`config.mk`:
```
export PLATFORM = sky130hd
export DESIGN_NAME = uart_tx_arbiter
export DESIGN_NICKNAME = d
export VERILOG_FILES = /design/src/rtl/uart_tx_arbiter.sv
export SDC_FILE = /design/constraint.sdc
export NUM_CORES = 1
export LEC_CHECK = 0
export ABC_CLOCK_PERIOD_IN_PS = 2700
export CAP_MARGIN = 5
export CORE_MARGIN = 3
export CORE_UTILIZATION = 44
export DETAILED_ROUTE_END_ITERATION = 10
export PLACE_DENSITY_LB_ADDON = 0.08
export SLEW_MARGIN = 30
export SYNTH_ARGS = -nofsm -noshare
export SYNTH_HDL_FRONTEND = slang
export SYNTH_SLANG_ARGS = --single-unit
export TNS_END_PERCENT = 50
```
`constraint.sdc`:
```
create_clock -name Clk -period 2.7 [get_ports Clk]
set_input_delay 0.27 -clock Clk [delete_from_list [all_inputs] [get_ports Clk]]
set_output_delay 0.27 -clock Clk [all_outputs]
set_load 0.02 [all_outputs]
```
`src/rtl/uart_tx_arbiter.sv`:
```
// Round-robin arbiter sharing one UART transmit write port between N_REQ
// byte-stream requesters. A grant lasts until the requester marks the last
// byte of a packet, uses up its burst allowance, or leaves valid low for too
// long. One IDLE cycle is spent arbitrating between grants.
module uart_tx_arbiter #(
  parameter int N_REQ         = 4,
  parameter int MAX_BURST     = 16,
  parameter int STALL_TIMEOUT = 64
) (
  input  logic                     Clk,
  input  logic                     Reset,
  input  logic [N_REQ-1:0]         req_valid,
  input  logic [8*N_REQ-1:0]       req_data,
  input  logic [N_REQ-1:0]         req_last,
  output logic [N_REQ-1:0]         req_ready,
  input  logic                     tx_full,
  output logic [7:0]               tx_data,
  output logic                     tx_wr_en,
  output logic [$clog2(N_REQ)-1:0] grant_id,
  output logic                     busy
);

  localparam int IW = $clog2(N_REQ);

  // Terminal counter values: reaching them ends the grant, so neither wraps.
  localparam logic [7:0] BURST_LAST = 8'(MAX_BURST - 1);
  localparam logic [9:0] STALL_LAST = 10'(STALL_TIMEOUT - 1);

  typedef enum logic {
    IDLE = 1'b0,
    XFER = 1'b1
  } state_t;

  state_t        state_reg;
  logic [IW-1:0] rr_ptr_reg;
  logic [IW-1:0] grant_reg;
  logic [7:0]    burst_cnt_reg;
  logic [9:0]    stall_cnt_reg;

  // Arbitration candidates in search order: rr_ptr, rr_ptr+1, ... with wrap.
  logic [IW-1:0] cand_idx [N_REQ];
  logic [N_REQ-1:0] cand_hit;
  logic [IW-1:0] pick_idx;
  logic          pick_found;

  // Granted-requester view.
  logic [N_REQ-1:0] gnt_oh;
  logic [7:0]       lane_data [N_REQ];
  logic [7:0]       gnt_data;
  logic             gnt_valid;
  logic             gnt_last;
  logic             xfer_active;
  logic             fire;
  logic             burst_done;
  logic             stall_done;
  logic [IW-1:0]    next_ptr;

  genvar gi;

  // Rotated candidate list; the sum is one bit wider so the wrap test is exact
  // even when N_REQ is not a power of two.
  generate
    for (gi = 0; gi < N_REQ; gi++) begin : g_rot
      logic [IW:0] sum;
      assign sum          = {1'b0, rr_ptr_reg} + (IW+1)'(gi);
      assign cand_idx[gi] = (sum >= (IW+1)'(N_REQ)) ? IW'(sum - (IW+1)'(N_REQ))
                                                    : sum[IW-1:0];
      assign cand_hit[gi] = req_valid[cand_idx[gi]];
    end
  endgenerate

  // Pick the first valid candidate; iterating downward lets the lowest
  // rotation offset win.
  always_comb begin
    pick_found = 1'b0;
    pick_idx   = '0;
    for (int k = N_REQ - 1; k >= 0; k--) begin
      if (cand_hit[k]) begin
        pick_found = 1'b1;
        pick_idx   = cand_idx[k];
      end
    end
  end

  // One-hot decode of the grant plus AND-OR byte mux; also drives req_ready.
  generate
    for (gi = 0; gi < N_REQ; gi++) begin : g_lane
      assign gnt_oh[gi]    = (grant_reg == IW'(gi));
      assign lane_data[gi] = req_data[8*gi +: 8] & {8{gnt_oh[gi]}};
      assign req_ready[gi] = xfer_active & gnt_oh[gi] & ~tx_full;
    end
  endgenerate

  // OR-reduce the masked lanes into the granted byte.
  always_comb begin
    gnt_data = '0;
    for (int i = 0; i < N_REQ; i++) begin
      gnt_data = gnt_data | lane_data[i];
    end
  end

  // Reset masks every output in the same cycle, so a grant dropped by reset
  // cannot leak a final write.
  assign xfer_active = (state_reg == XFER) && !Reset;
  assign gnt_valid   = |(req_valid & gnt_oh);
  assign gnt_last    = |(req_last & gnt_oh);
  assign fire        = xfer_active && !tx_full && gnt_valid;
  assign burst_done  = (burst_cnt_reg == BURST_LAST);
  assign stall_done  = (stall_cnt_reg == STALL_LAST);
  assign next_ptr    = (grant_reg == IW'(N_REQ - 1)) ? '0 : grant_reg + 1'b1;

  assign tx_wr_en = fire;
  assign tx_data  = fire ? gnt_data : 8'h00;
  assign grant_id = Reset ? '0 : grant_reg;
  assign busy     = xfer_active;

  // Arbiter FSM: grant selection, burst/stall counting and rotation.
  always_ff @(posedge Clk) begin
    if (Reset) begin
      state_reg     <= IDLE;
      rr_ptr_reg    <= '0;
      grant_reg     <= '0;
      burst_cnt_reg <= '0;
      stall_cnt_reg <= '0;
    end else begin
      case (state_reg)
        IDLE: begin
          if (pick_found) begin
            grant_reg     <= pick_idx;
            burst_cnt_reg <= '0;
            stall_cnt_reg <= '0;
            state_reg     <= XFER;
          end
        end
        XFER: begin
          if (fire) begin
            // Last byte and burst cap on the same transfer give one exit.
            if (gnt_last || burst_done) begin
              rr_ptr_reg <= next_ptr;
              state_reg  <= IDLE;
            end else begin
              burst_cnt_reg <= burst_cnt_reg + 8'd1;
              stall_cnt_reg <= '0;
            end
          end else if (!gnt_valid) begin
            // Only an absent byte counts as a stall; tx_full backpressure
            // with valid high leaves the counter alone.
            if (stall_done) begin
              rr_ptr_reg <= next_ptr;
              state_reg  <= IDLE;
            end else begin
              stall_cnt_reg <= stall_cnt_reg + 10'd1;
            end
          end
        end
        default: state_reg <= IDLE;
      endcase
    end
  end

endmodule
```
==> results.md, run 1 <==
- CTS H-tree lvls: 1
- Maxcap violations: 0
- Pre-CTS WS: 0.321 ns
- DIE WIDTH: 66.3 um
- CP endpoint kind: output port
- Antenna Nets Post-Route: 0
- CTS tree: done
- I/O Pins: 59
- Hold_sp: stall_cnt_reg[8]
- Critical path type: reg2out
- CP max stage delay: 0.56 ns
- Top_reg_cell synth: dfxtp_1
- Die height: 66.3 um
- Initial Util: 46.9%
- Final hold vios: 0
- Routed wire length: 4800 um
- Clock Latency Late Sink: 0.32 ns
- Synth Cell Area: 1600 sq um
- Tot GR Track Use: 21.8%
- Setup violators final: 0
- Main area contributors after synthesis: dfxtp_1 29%, a22oi_1 8.9%, a21oi_1 6.6%, ha_1 4.7%, nand2_1 3.8%
- Actual slew at the worst max-slew pin: 0.573 ns
- Initial antenna violation count: 0
- Sequential fraction of the synthesis area: 28.7%
- Max Freq: 0.393 GHz
- RSZ-0062 raised after global routing: no
- Tmin final: 2.55 ns
- WP buf/inv: 3
- Hold path endpoint: stall_cnt_reg[8]
- CP arrival: 2.28 ns
- Mapped Cells: 203
- CTS max path bufs: 2
- Post-CTS Setup Repair Bufs: 0
- First-pass GRT wire length: 7580 um
- Rows: 21
- Grt total ovfl: 0
- Critical Path, Cell by Cell: inv_1, ha_1, a22o_1, o21ai_2, buf_4, a21oi_1, clkdlybuf4s50_1
- Clk slew on worst S/H paths: 0.14 ns
- # DRC: 0
- Clock sinks: 23
- Yosys top cell by area: dfxtp_1
- Drt first pass iters: 4
- Wire per inst: 15.4 um
- Die area: 4400 sq um
- Post-synth top area share: 28.8%
- CP delay by family, top: buffers and inverters
- Core Area: 3420 sq um
- Clock root buffer: clkbuf_4
- Reg2Reg Setup Slack: 0.38 ns
- Final non-filler cell total: 312
- Largest net degree at the start of global routing: 15
- Hold Crit Depth: 2
- Largest register FFs: 10
- Final worst path period share: 94.3%
- Inst Count DP: 308
- Final setup margin: 0.154 ns
- Syn avg cell area: 7.89 sq um
- Vias in the first global route: 1573
- Slowest CP cell: clkdlybuf4s50_1
- Max-slew violations: 0
- Post-synth ARST share: 0%
- Fin nets: 316
- Post-Syn Nets: 252
- Max VDD drop: 0.235 mV
- HPWL after detailed placement: 3770 um
- WP data required: 2.43 ns
- Syn-to-layout area delta: 43.3%
- Clock Skew: 0.0134 ns
- 1st-iter DRT viols: 76
- Crit path launch type: flip-flop
- Share of layout cells above drive strength 1: 8.27%
- Crit Path Max Fanout: 11
- Ys Warns: 0
- Synth Register Bits: 23
- Leak Pwr: 0.818 nW
- Reg-to-reg endpoint: burst_cnt_reg[7]
- TNS Setup: 0 ns
- R2R depth: 9
- Vias per Instance: 5.80
- RR Startpoint: grant_reg[0]
- I/O Buffers: 58
- Worst rel slew slack: 61.6%
- Hold_ws: 0.500 ns
- Diodes inserted: 0
- Power Density: 319 nW/um^2
- Most frequent cells in the layout: 57 x clkdlybuf4s50_1, 23 x dfxtp_1, 21 x a21oi_1
- Count of different cell masters after synthesis: 46
- EDFF count, synth: 0
- Most common library cell in the layout ignoring fill and taps: clkdlybuf4s50_1
- Cts hold-fix bufs: 0
- TritonCTS Buffers: 3
- Routability cong.: 0.851
- Vias: 1811
- Worst Hold Class: reg2reg
- Status: complete, no violations
==> worst max-delay path by stage <==
stage / start / endpoint / slack (ns) / depth (start not counted)
final: grant_reg[0] / tx_data[4] / 0.15 / 7
after global routing: grant_reg[0] / tx_data[7] / 0.01 / 7
after CTS: grant_reg[0] / tx_wr_en / 0.09 / 7
after detailed placement: req_valid[0] / burst_cnt_reg[7] / 0.32 / 9
after global placement: req_valid[0] / burst_cnt_reg[7] / 0.35 / 9
after floorplan: grant_reg[0] / stall_cnt_reg[2] / 0.68 / 9
==> layer usage <==
| layer | up-vias | share of wire [%] | global-route usage, % |
|---|---|---|---|
| li1 | 914 | - | - |
| met1 | 847 | 47 | 29.4 |
| met2 | 44 | 49 | 36.6 |
| met3 | 6 | 3.4 | 3.06 |
| met4 | 0 | 0.88 | 4.57 |
| met5 | - | 0 | 0 |
==> kinds of logic after synthesis <==
| family | count (synthesis) | synth area share [%] |
|---|---|---|
| buf+inv | 17 | 5.31 |
| fa+ha+maj | 6 | 4.69 |
| mux | 5 | 3.13 |
| flops | 23 | 28.7 |
| compound gates | 72 | 30.3 |
| simple gates | 80 | 27.8 |
==> timing repair <==
item,in CTS,in global routing
endpoints found under the hold margin,0,0
gates resized for setup,0,1
endpoints found under the setup margin,0,1
==> cell type report <==
type / count / area, sq um
clock buffers: 3 / 22.5
clock inverters: 1 / 5.00
fillers: 315 / 1120
inverters: 8 / 35.0
multi-input cells: 163 / 1060
flip-flops and latches: 23 / 460
well taps: 46 / 57.6
repair buffers: 68 / 658
==> per-stage QoR <==
step | instance area (sq um) | util [%] | power, mW
6_report | 2290 | 67.2 | 0.731
3_3_place_gp | 2260 | 66.3 | 0.572
2_1_floorplan | 1600 | - | 0.462
5_1_grt | 2290 | 67.2 | 0.773
3_5_place_dp | 2260 | 66.3 | 0.573
4_1_cts | 2290 | 67.1 | 0.736
==> worst register-to-register path, cell delays in order (launching register included) <==
cell     delay [ns]
dfxtp_1        0.43
inv_1          0.10
ha_1           0.22
buf_4          0.17
a22oi_1        0.20
and2_1         0.20
a31oi_1        0.09
buf_4          0.19
or4_1          0.50
a21oi_1        0.15
==> report_power, final <==
part	total, mW	internal, mW	switching [mW]
clock	0.164	0.0554	0.108
combinational	0.217	0.114	0.103
sequential	0.350	0.345	0.00568
total	0.731	0.514	0.217
==> cell usage after synthesis, types with 3 or more instances <==
library cell  count
nor2_1           12
inv_1             6
nand4_1           4
o41ai_1           3
nand2_1          16
nand3_1           7
and3_1            3
a21oi_1          21
nor3_1            8
buf_2             4
a22oi_1          19
and2_1            6
nor3_2            3
or3_1             4
clkbuf_1          3
mux2i_1           5
or4_1             3
ha_1              6
o21ai_0           6
o22ai_1           3
dfxtp_1          23
a2111oi_0         3
nor4_1            5
No activity file was read; power rests on OpenSTA's default activity.
==> inputs of run 2 (changes only) <==
--- a/config.mk
+++ b/config.mk
@@ -11,7 +11,6 @@
 export CORE_UTILIZATION = 44
 export DETAILED_ROUTE_END_ITERATION = 10
 export PLACE_DENSITY_LB_ADDON = 0.08
-export SLEW_MARGIN = 30
 export SYNTH_ARGS = -nofsm -noshare
 export SYNTH_HDL_FRONTEND = slang
 export SYNTH_SLANG_ARGS = --single-unit
==> results of run 2 <==
No change in the layout: final DEF, timing and power equal those of run 1.
==> inputs of run 3 (changes only) <==
--- a/config.mk
+++ b/config.mk
@@ -7,8 +7,10 @@
 export LEC_CHECK = 0
 export ABC_CLOCK_PERIOD_IN_PS = 2700
 export CAP_MARGIN = 5
+export CELL_PAD_IN_SITES_DETAIL_PLACEMENT = 1
+export CELL_PAD_IN_SITES_GLOBAL_PLACEMENT = 1
 export CORE_MARGIN = 3
-export CORE_UTILIZATION = 44
+export CORE_UTILIZATION = 31
 export DETAILED_ROUTE_END_ITERATION = 10
 export PLACE_DENSITY_LB_ADDON = 0.08
 export SYNTH_ARGS = -nofsm -noshare
==> results.md, run 3 (synthesized netlist as in run 1, its figures left out) <==
- Status: complete, no violations
- Final non-filler cell total: 334 (+7.1%)
- CP arrival: 2.24 ns (-0.04 ns)
- Largest register FFs: 10 (unchanged)
- Grt total ovfl: 0 (unchanged)
- I/O Buffers: 58 (unchanged)
- Crit path launch type: flip-flop
- Rows: 25 (+19%)
- Worst Hold Class: reg2reg
- Routability cong.: 0.823 (-3.4%)
- Inst Count DP: 330 (+7.1%)
- CTS H-tree lvls: 1 (unchanged)
- Initial antenna violation count: 0 (unchanged)
- Hold_sp: stall_cnt_reg[8]
- First-pass GRT wire length: 9020 um (+19%)
- Vias per Instance: 5.50 (-5.3%)
- Final hold vios: 0 (unchanged)
- Syn-to-layout area delta: 46.9%
- Antenna Nets Post-Route: 0 (unchanged)
- Clock Latency Late Sink: 0.27 ns (-0.05 ns)
- Hold Crit Depth: 2 (unchanged)
- Leak Pwr: 0.846 nW (+3.4%)
- # DRC: 0 (unchanged)
- Hold path endpoint: stall_cnt_reg[8]
- Fin nets: 317 (+0.32%)
- RR Startpoint: grant_reg[0]
- Clock root buffer: clkbuf_8
- HPWL after detailed placement: 4370 um (+16%)
- Clock sinks: 23 (unchanged)
- CP endpoint kind: output port
- Post-CTS Setup Repair Bufs: 0 (unchanged)
- R2R depth: 9 (unchanged)
- TritonCTS Buffers: 3 (unchanged)
- Setup violators final: 0 (unchanged)
- Worst rel slew slack: 59.0% (-2.6 points)
- RSZ-0062 raised after global routing: no
- 1st-iter DRT viols: 46 (-39%)
- WP data required: 2.43 ns (about the same)
- Most frequent cells in the layout: 56 x clkdlybuf4s50_1, 23 x dfxtp_1, 21 x a21oi_1
- Share of layout cells above drive strength 1: 8.61% (+0.34 points)
- TNS Setup: 0 ns (unchanged)
- Maxcap violations: 0 (unchanged)
- Crit Path Max Fanout: 11 (unchanged)
- Reg-to-reg endpoint: burst_cnt_reg[7]
- Clock Skew: 0.0116 ns (-0.00188 ns)
- Core Area: 4850 sq um (+42%)
- I/O Pins: 59 (unchanged)
- Drt first pass iters: 4 (unchanged)
- Routed wire length: 5620 um (+17%)
- Power Density: 340 nW/um^2 (+6.6%)
- Tmin final: 2.51 ns (-0.0374 ns)
- DIE WIDTH: 77.9 um (+17%)
- Most common library cell in the layout ignoring fill and taps: clkdlybuf4s50_1
- Critical path type: reg2out
- CTS max path bufs: 2 (unchanged)
- Max-slew violations: 0 (unchanged)
- Largest net degree at the start of global routing: 15 (unchanged)
- Clk slew on worst S/H paths: 0.10 ns (-0.04 ns)
- Wire per inst: 16.8 um (+9.4%)
- Final worst path period share: 92.9% (-1.4 points)
- Max VDD drop: 0.160 mV (-32%)
- CTS tree: done
- Vias: 1836 (+1.4%)
- Diodes inserted: 0 (unchanged)
- Die height: 77.9 um (+17%)
- Initial Util: 33.0% (-14 points)
- Max Freq: 0.399 GHz (+1.5%)
- Tot GR Track Use: 18.5% (-3.3 points)
- Actual slew at the worst max-slew pin: 0.611 ns (+0.0386 ns)
- Reg2Reg Setup Slack: 0.33 ns (-0.05 ns)
- Vias in the first global route: 1806 (+15%)
- Die area: 6060 sq um (+38%)
==> run 3: how the worst max path moves through the flow <==
stage                  from                to  slack (ns)  depth (start not counted)
6_report       grant_reg[0]        tx_data[4]        0.19                          7
5_1_grt        grant_reg[0]        tx_data[4]        0.02                          7
4_1_cts        grant_reg[0]          tx_wr_en         0.1                          7
3_5_place_dp   req_valid[1]  burst_cnt_reg[7]        0.29                          9
3_3_place_gp   req_valid[0]  burst_cnt_reg[7]        0.33                          9
2_1_floorplan  grant_reg[0]  stall_cnt_reg[2]        0.68                          9
==> run 3: per-layer routing <==
layer / GRT usage (%) / vias to the layer above / wire length, um
met4: 5.87 / 0 / 105
met1: 23.7 / 881 / 2570
met5: 0 / - / 0
met3: 2.55 / 8 / 180
li1: - / 918 / -
met2: 31.6 / 29 / 2760
==> run 3: timing repair <==
item | in CTS | in global routing
hold buffers | 0 | 0
resized for setup | 0 | 2
setup endpoints to repair | 0 | 2
==> run 3: final cells by class <==
cell class / count / area [sq um]
well taps: 67 / 83.8
repair buffers: 69 / 668
fillers: 602 / 2500
clock inverters: 1 / 7.51
clock buffers: 3 / 41.3
multi-input cells: 163 / 1060
inverters: 8 / 35.0
flip-flops and latches: 23 / 460
==> run 3: power breakdown <==
group,total [mW],leakage (nW),internal [mW],switching [mW]
clock,0.228,0.0217,0.105,0.123
combinational,0.221,0.638,0.114,0.107
sequential,0.350,0.186,0.344,0.00601
==> run 3: stage by stage <==
step	power, mW	util [%]	hold WS, ns	cell area, sq um	setup slack (ns)
final	0.799	48.5	0.496	2350	0.191
after detailed placement	0.580	47.4	0.482	2300	0.292
after CTS	0.812	48.4	0.497	2350	0.0963
after global routing	0.846	48.5	0.517	2350	0.0175
after floorplan	0.462	-	0.407	1600	0.679
after global placement	0.579	47.4	0.473	2300	0.325
==> run 3: critical path, cell delays in order, from the launching register on <==
cell,delay [ns]
dfxtp_1,0.41
inv_1,0.11
ha_1,0.23
a22o_1,0.25
o21ai_2,0.13
buf_4,0.21
a21oi_1,0.06
clkdlybuf4s50_1,0.55
